File: src/rtl/up_uart.sv
// Byte-wide UART (8N1, LSB first, idle high) feeding the processor memory's serial-load port.
// Define UP_UART_PARITY_EN to switch the frame to 8E1 (even parity between d7 and stop).
module up_uart #(
  parameter int CLKS_PER_BIT = 434,
  parameter int CNT_W        = 16
) (
  input  logic       clk,
  input  logic       nRst,
  input  logic       rx,
  output logic       tx,
  input  logic       transmit,
  input  logic [7:0] tx_data,
  output logic       busy_tx,
  output logic [7:0] rx_data,
  output logic       recived,
  output logic       frame_err,
  output logic [2:0] rx_state_dbg,
  output logic [2:0] tx_state_dbg
);

  // Handshake: transmit is a one-cycle request honoured only while busy_tx is low and
  // busy_tx did not fall in that same cycle; recived/frame_err are one-cycle strobes, never together.

  localparam logic [CNT_W-1:0] BIT_LAST  = CNT_W'(CLKS_PER_BIT - 1);
  localparam logic [CNT_W-1:0] HALF_LAST = CNT_W'(CLKS_PER_BIT / 2 - 1);
  localparam logic [CNT_W-1:0] CNT_ONE   = CNT_W'(1);

  typedef enum logic [2:0] {
    R_IDLE      = 3'd0,
    R_START     = 3'd1,
    R_DATA      = 3'd2,
    R_STOP      = 3'd3,
    R_WAIT_HIGH = 3'd4
`ifdef UP_UART_PARITY_EN
    , R_PARITY  = 3'd5
`endif
  } rx_state_e;

  typedef enum logic [2:0] {
    T_IDLE   = 3'd0,
    T_START  = 3'd1,
    T_DATA   = 3'd2,
    T_STOP   = 3'd3
`ifdef UP_UART_PARITY_EN
    , T_PARITY = 3'd4
`endif
  } tx_state_e;

  // ---------------------------------------------------------------- rx synchroniser
  logic rx_meta_q, rxs_q;

  always_ff @(posedge clk or negedge nRst) begin
    if (!nRst) begin
      rx_meta_q <= 1'b1;
      rxs_q     <= 1'b1;
    end else begin
      rx_meta_q <= rx;
      rxs_q     <= rx_meta_q;
    end
  end

  // ---------------------------------------------------------------- receive FSM
  rx_state_e        rx_state_q, rx_state_d;
  logic [CNT_W-1:0] rx_cnt_q, rx_cnt_d;
  logic [2:0]       rx_idx_q, rx_idx_d;
  logic [7:0]       rx_sh_q, rx_sh_d;
  logic [7:0]       rx_data_q, rx_data_d;
  logic             recived_q, recived_d;
  logic             frame_err_q, frame_err_d;
  logic             rx_bit_done;
  logic             stop_ok;

`ifdef UP_UART_PARITY_EN
  logic rx_perr_q, rx_perr_d;
  assign stop_ok = rxs_q && !rx_perr_q;
`else
  assign stop_ok = rxs_q;
`endif

  assign rx_bit_done = (rx_cnt_q == BIT_LAST);

  always_ff @(posedge clk or negedge nRst) begin
    if (!nRst) begin
      rx_state_q  <= R_IDLE;
      rx_cnt_q    <= '0;
      rx_idx_q    <= '0;
      rx_sh_q     <= '0;
      rx_data_q   <= '0;
      recived_q   <= 1'b0;
      frame_err_q <= 1'b0;
`ifdef UP_UART_PARITY_EN
      rx_perr_q   <= 1'b0;
`endif
    end else begin
      rx_state_q  <= rx_state_d;
      rx_cnt_q    <= rx_cnt_d;
      rx_idx_q    <= rx_idx_d;
      rx_sh_q     <= rx_sh_d;
      rx_data_q   <= rx_data_d;
      recived_q   <= recived_d;
      frame_err_q <= frame_err_d;
`ifdef UP_UART_PARITY_EN
      rx_perr_q   <= rx_perr_d;
`endif
    end
  end

  always_comb begin
    rx_state_d  = rx_state_q;
    rx_cnt_d    = rx_cnt_q + CNT_ONE;
    rx_idx_d    = rx_idx_q;
    rx_sh_d     = rx_sh_q;
    rx_data_d   = rx_data_q;
    recived_d   = 1'b0;
    frame_err_d = 1'b0;
`ifdef UP_UART_PARITY_EN
    rx_perr_d   = rx_perr_q;
`endif
    case (rx_state_q)
      R_IDLE: begin
        rx_cnt_d = '0;
        if (!rxs_q) rx_state_d = R_START;
      end
      R_START: begin
        // Half a bit in: a line that is already high again was only a glitch.
        if (rx_cnt_q == HALF_LAST) begin
          rx_cnt_d   = '0;
          rx_idx_d   = '0;
          rx_state_d = rxs_q ? R_IDLE : R_DATA;
        end
      end
      R_DATA: begin
        if (rx_bit_done) begin
          rx_cnt_d = '0;
          rx_sh_d  = {rxs_q, rx_sh_q[7:1]};
          rx_idx_d = rx_idx_q + 3'd1;
          if (rx_idx_q == 3'd7) begin
`ifdef UP_UART_PARITY_EN
            rx_state_d = R_PARITY;
`else
            rx_state_d = R_STOP;
`endif
          end
        end
      end
`ifdef UP_UART_PARITY_EN
      R_PARITY: begin
        if (rx_bit_done) begin
          rx_cnt_d   = '0;
          rx_perr_d  = rxs_q ^ (^rx_sh_q);
          rx_state_d = R_STOP;
        end
      end
`endif
      R_STOP: begin
        if (rx_bit_done) begin
          rx_cnt_d = '0;
          if (stop_ok) begin
            rx_data_d  = rx_sh_q;
            recived_d  = 1'b1;
            rx_state_d = R_IDLE;
          end else begin
            frame_err_d = 1'b1;
            rx_state_d  = rxs_q ? R_IDLE : R_WAIT_HIGH;
          end
        end
      end
      R_WAIT_HIGH: begin
        // A stuck-low line must not be mistaken for a new start bit.
        rx_cnt_d = '0;
        if (rxs_q) rx_state_d = R_IDLE;
      end
      default: begin
        rx_cnt_d   = '0;
        rx_state_d = R_IDLE;
      end
    endcase
  end

  // ---------------------------------------------------------------- transmit FSM
  tx_state_e        tx_state_q, tx_state_d;
  logic [CNT_W-1:0] tx_cnt_q, tx_cnt_d;
  logic [2:0]       tx_idx_q, tx_idx_d;
  logic [7:0]       tx_sh_q, tx_sh_d;
  logic             tx_q, tx_d;
  logic             busy_q, busy_d;
  logic             hold_q, hold_d;
  logic             tx_bit_done;

`ifdef UP_UART_PARITY_EN
  logic tx_par_q, tx_par_d;
`endif

  assign tx_bit_done = (tx_cnt_q == BIT_LAST);

  always_ff @(posedge clk or negedge nRst) begin
    if (!nRst) begin
      tx_state_q <= T_IDLE;
      tx_cnt_q   <= '0;
      tx_idx_q   <= '0;
      tx_sh_q    <= '0;
      tx_q       <= 1'b1;
      busy_q     <= 1'b0;
      hold_q     <= 1'b0;
`ifdef UP_UART_PARITY_EN
      tx_par_q   <= 1'b0;
`endif
    end else begin
      tx_state_q <= tx_state_d;
      tx_cnt_q   <= tx_cnt_d;
      tx_idx_q   <= tx_idx_d;
      tx_sh_q    <= tx_sh_d;
      tx_q       <= tx_d;
      busy_q     <= busy_d;
      hold_q     <= hold_d;
`ifdef UP_UART_PARITY_EN
      tx_par_q   <= tx_par_d;
`endif
    end
  end

  always_comb begin
    tx_state_d = tx_state_q;
    tx_cnt_d   = tx_cnt_q + CNT_ONE;
    tx_idx_d   = tx_idx_q;
    tx_sh_d    = tx_sh_q;
    tx_d       = tx_q;
    busy_d     = busy_q;
    hold_d     = 1'b0;
`ifdef UP_UART_PARITY_EN
    tx_par_d   = tx_par_q;
`endif
    case (tx_state_q)
      T_IDLE: begin
        tx_cnt_d = '0;
        // hold_q blanks the cycle in which busy_tx has just fallen.
        if (transmit && !hold_q) begin
          tx_sh_d    = tx_data;
          tx_d       = 1'b0;
          busy_d     = 1'b1;
          tx_state_d = T_START;
`ifdef UP_UART_PARITY_EN
          tx_par_d   = ^tx_data;
`endif
        end
      end
      T_START: begin
        if (tx_bit_done) begin
          tx_cnt_d   = '0;
          tx_idx_d   = '0;
          tx_d       = tx_sh_q[0];
          tx_sh_d    = {1'b0, tx_sh_q[7:1]};
          tx_state_d = T_DATA;
        end
      end
      T_DATA: begin
        if (tx_bit_done) begin
          tx_cnt_d = '0;
          if (tx_idx_q == 3'd7) begin
`ifdef UP_UART_PARITY_EN
            tx_d       = tx_par_q;
            tx_state_d = T_PARITY;
`else
            tx_d       = 1'b1;
            tx_state_d = T_STOP;
`endif
          end else begin
            tx_idx_d = tx_idx_q + 3'd1;
            tx_d     = tx_sh_q[0];
            tx_sh_d  = {1'b0, tx_sh_q[7:1]};
          end
        end
      end
`ifdef UP_UART_PARITY_EN
      T_PARITY: begin
        if (tx_bit_done) begin
          tx_cnt_d   = '0;
          tx_d       = 1'b1;
          tx_state_d = T_STOP;
        end
      end
`endif
      T_STOP: begin
        if (tx_bit_done) begin
          tx_cnt_d   = '0;
          busy_d     = 1'b0;
          hold_d     = 1'b1;
          tx_state_d = T_IDLE;
        end
      end
      default: begin
        tx_cnt_d   = '0;
        tx_d       = 1'b1;
        busy_d     = 1'b0;
        tx_state_d = T_IDLE;
      end
    endcase
  end

  assign tx           = tx_q;
  assign busy_tx      = busy_q;
  assign rx_data      = rx_data_q;
  assign recived      = recived_q;
  assign frame_err    = frame_err_q;
  assign rx_state_dbg = rx_state_q;
  assign tx_state_dbg = tx_state_q;

endmodule

File: config.mk
export PLATFORM = sky130hd
export DESIGN_NAME = up_uart
export DESIGN_NICKNAME = d
export VERILOG_FILES = /design/src/rtl/up_uart.sv
export SDC_FILE = /design/constraint.sdc
export NUM_CORES = 1
export LEC_CHECK = 0
export ABC_AREA = 1
export BUFFER_PORTS_ARGS = -buffer_cell sky130_fd_sc_hd__buf_2
export CORE_AREA = 2 2 119 121
export CTS_CLUSTER_SIZE = 10
export DETAILED_ROUTE_END_ITERATION = 16
export DIE_AREA = 0 0 121 123
export GPL_TIMING_DRIVEN = 0
export HOLD_SLACK_MARGIN = 0.02
export PLACE_DENSITY = 0.48
export SYNTH_ARGS = -nofsm -noshare
export SYNTH_HDL_FRONTEND = slang
export SYNTH_SLANG_ARGS = --single-unit
File: constraint.sdc
create_clock -name clk -period 1.5 [get_ports clk]
set_input_delay 0.15 -clock clk [delete_from_list [all_inputs] [get_ports clk]]
set_output_delay 0.15 -clock clk [all_outputs]
set_load 0.005 [all_outputs]
==> results.yml <==
status:
  status: "finished clean"
power_and_ir_drop:
  leakagePower_uw: 0.002652
  power.density_nw_per_um2: 1199
  power.total_uw: 6636
  ir_drop_uv: 636.7
global_route:
  track_usage_pct: 12.33
  grt_pass1_vias: 3200
  grt_max_degree: 53
  grt_remaining_overflow: 0
  antenna_found_initial: 0
  grt_pass1_wl_um: 14760
clocking:
  cts-htree-levels: 3
  cts_made_buffers: 9
  cts_tree: "yes"
  clock_latency_ns: 0.33
  path_clk_slew_ns: 0.06
  cts-root-buf: "clkbuf_16"
  clk_path_buf_depth: 2
  numClockSinks: 74
critical_path:
  cp_max_fo: 6
  crit_slowest_cell: "dfrtp_2"
  required_ns: 1.72
  cp_slowest_stage_delay_ns: 0.45
  worstPathCellList: "ha_4 -> nand2_4 -> inv_4 -> nand2_4 -> nor2_8 -> nand3b_4 -> buf_6 -> nand3_2 -> o21ai_2"
  crit_path_start_kind: "register"
  path_buf_inv: 2
  cp_top_family: "simple AND/OR/NAND/NOR gates"
  arrival_ns: 1.72
  crit_top_cell: "nand2_4"
  path_class: "register to register"
  end_kind: "register"
place:
  gp_congestion: 0.8123
  port_buffers: 28
  place_ws_ns: -0.3124
  dp_hpwl_um: 5798
yosys:
  synth_ff_type: "dfrtp_1"
  synth_edf_count: 0
  syn_inst: 477
  synth_cell_types: 41
  syn_avg_cell_area_sq_um: 8.394
  synth_most_common_cell: "nand2_1"
  synthTopCellsByCount: "nand2_1 (134), dfrtp_1 (71), nor2_1 (54), inv_1 (47), nand3_1 (22)"
  synth_top_area_share_pct: 44.38
  yosysSeqAreaShare_pct: 46.34
  syn-num-nets: 503
  synth_area_leaders: "dfrtp_1 (44%), nand2_1 (13%), nor2_1 (5.1%)"
  synth_top_area_cell: "dfrtp_1"
  synthesis.area_sq_um: 4004
  yosysWarningCount: 0
  ys_seq_elements: 74
  ys_async_sr_fraction_pct: 100.0
floorplanning:
  rows: 43
  die-area_sq_um: 14880
  pin_count: 30
  die_h_um: 123
  initial_utilization_pct: 29.41
  core_area_sq_um: 13610
  die_w_um: 121
detailed_routing:
  ant_nets: 0
  wl_per_cell_um: 11.91
  first_iter_violations: 115
  num_vias: 3274
  routed_wl_um: 8732
  viasPerCell: 4.467
  first_pass_iters: 4
  drc: 0
timing:
  setup_slack_ns: 0.002125
  grt_setup_unrepaired: "yes"
  drv_slew: 0
  finalSetupViolations: 0
  finalHoldViolations: 0
  min_period_ns: 1.498
  fin_crit_sh_pct: 99.86
  fin_worst_skew_ns: 0.007539
  fmax_mhz: 667.6
layout:
  post-route-util_pct: 40.66
  drive_gt1_share_pct: 38.16
  diodes: 0
  nets: 575
  syn2layout_area_growth_pct: 38.22
hold_path:
  hold_class: "input port to register"
run:
  cap_violations: 0
==> state kept, by name, summed over array words and instances (netlist names), 2 cells and up <==
register      flops
rx_sh_q           8
tx_sh_q           8
tx_idx_q          3
rx_cnt_q         16
rx_state_dbg      3
tx_state_dbg      2
rx_data           8
rx_idx_q          3
tx_cnt_q         16
==> final cells by class <==
class                   instances  area [sq um]
fillers                      1353          8078
multi-input cells             341          2266
flip-flops and latches         74          1866
repair buffers                 61         544.3
clock buffers                  13         270.3
inverters                      54         225.2
well taps                     180         225.2
plain buffers                   8         102.6
clock inverters                 2         35.03
==> power by group <==
group | leakage, uW | internal (uW) | total [uW] | switching, uW
Combinational | 0.00152 | 874 | 2090 | 1220
Clock | 0.000152 | 1410 | 2190 | 775
Sequential | 0.000978 | 2210 | 2360 | 152
==> per-stage QoR <==
| step | instances | hold WS (ns) | instance area, sq um | TNS [ns] |
|---|---|---|---|---|
| detailed placement | 686 | 0.07867 | 4402 | -4.760 |
| global placement | 685 | 0.2592 | 4372 | -22.24 |
| global route | 733 | 0.2001 | 5534 | -3.036 |
| floorplan | 477 | -0.1456 | 4006 | 0 |
| finish | 733 | 0.1637 | 5534 | 0 |
| CTS | 718 | 0.1507 | 5011 | -0.2874 |
==> layout by cell type (no fill, tap or decap), types with 3 or more instances in the layout <==
cell,instances
and3_4,4
ha_1,5
o21ai_2,12
buf_12,4
nor3_1,3
xor2_1,6
nand3_1,15
clkbuf_8,3
inv_2,8
buf_4,21
o21ai_0,4
nor2_4,10
buf_8,3
nor2_1,46
nand4_1,20
ha_2,3
buf_6,7
clkbuf_16,12
nor2_2,9
nand2_4,14
a21oi_2,8
ha_4,6
inv_1,40
xnor2_1,5
dfstp_2,3
nand2_2,21
nand2_1,109
dfrtp_2,8
a21oi_1,7
dfrtp_1,63
nand3_2,6
buf_2,27
o21ai_1,5
nand3_4,3
==> path summary, 6_finish.rpt <==
path	start	end	slack, ns	cells past startpoint
max in group asynchronous	nRst	tx	0.62	3
hold / removal	tx_data[4]	tx_sh_q[4]	0.16	5
setup reg to reg	rx_cnt_q[0]	rx_idx_q[1]	0.002	9
min in group asynchronous	nRst	rx_cnt_q[11]	0.26	2
setup / recovery	rx_cnt_q[0]	rx_idx_q[1]	0.002	9
hold reg to reg	rx_meta_q	rxs_q	0.35	0
==> cell families (layout without fill, tap and decap cells) <==
group,Yosys count,after routing,synth area share (%)
and+or+nand+nor,272,272,32.59
DFF,74,74,46.34
buffers and inverters,62,138,7.187
AOI/OAI and AO/OA,43,43,7.000
adders and majority gates,14,14,4.375
xor gates and xnor gates,11,11,2.406
other,1,1,0.09366
==> metal layers <==
layer | wire length [um] | track usage (%)
met1 | 4039 | 15.38
met2 | 4399 | 20.72
met3 | 231 | 3.782
met4 | 62 | 3.343
met5 | 0 | 0
==> what timing repair did <==
action | CTS | global route
hold endpoints to repair | 23 | 0
hold buffers | 2 | 0
gates resized for setup | 35 | 98
pin swaps | 15 | 28
setup buffers | 13 | 12
cloned | 2 | 3
endpoints found under the setup margin | 55 | 67
==> worst min-delay path: stages <==
cell and delay [ns]:
buf_2 0.10, nand2_1 0.05, nand2_1 0.04, nand4_1 0.07, nand2_1 0.05
No activity file was read; power rests on OpenSTA's default activity.
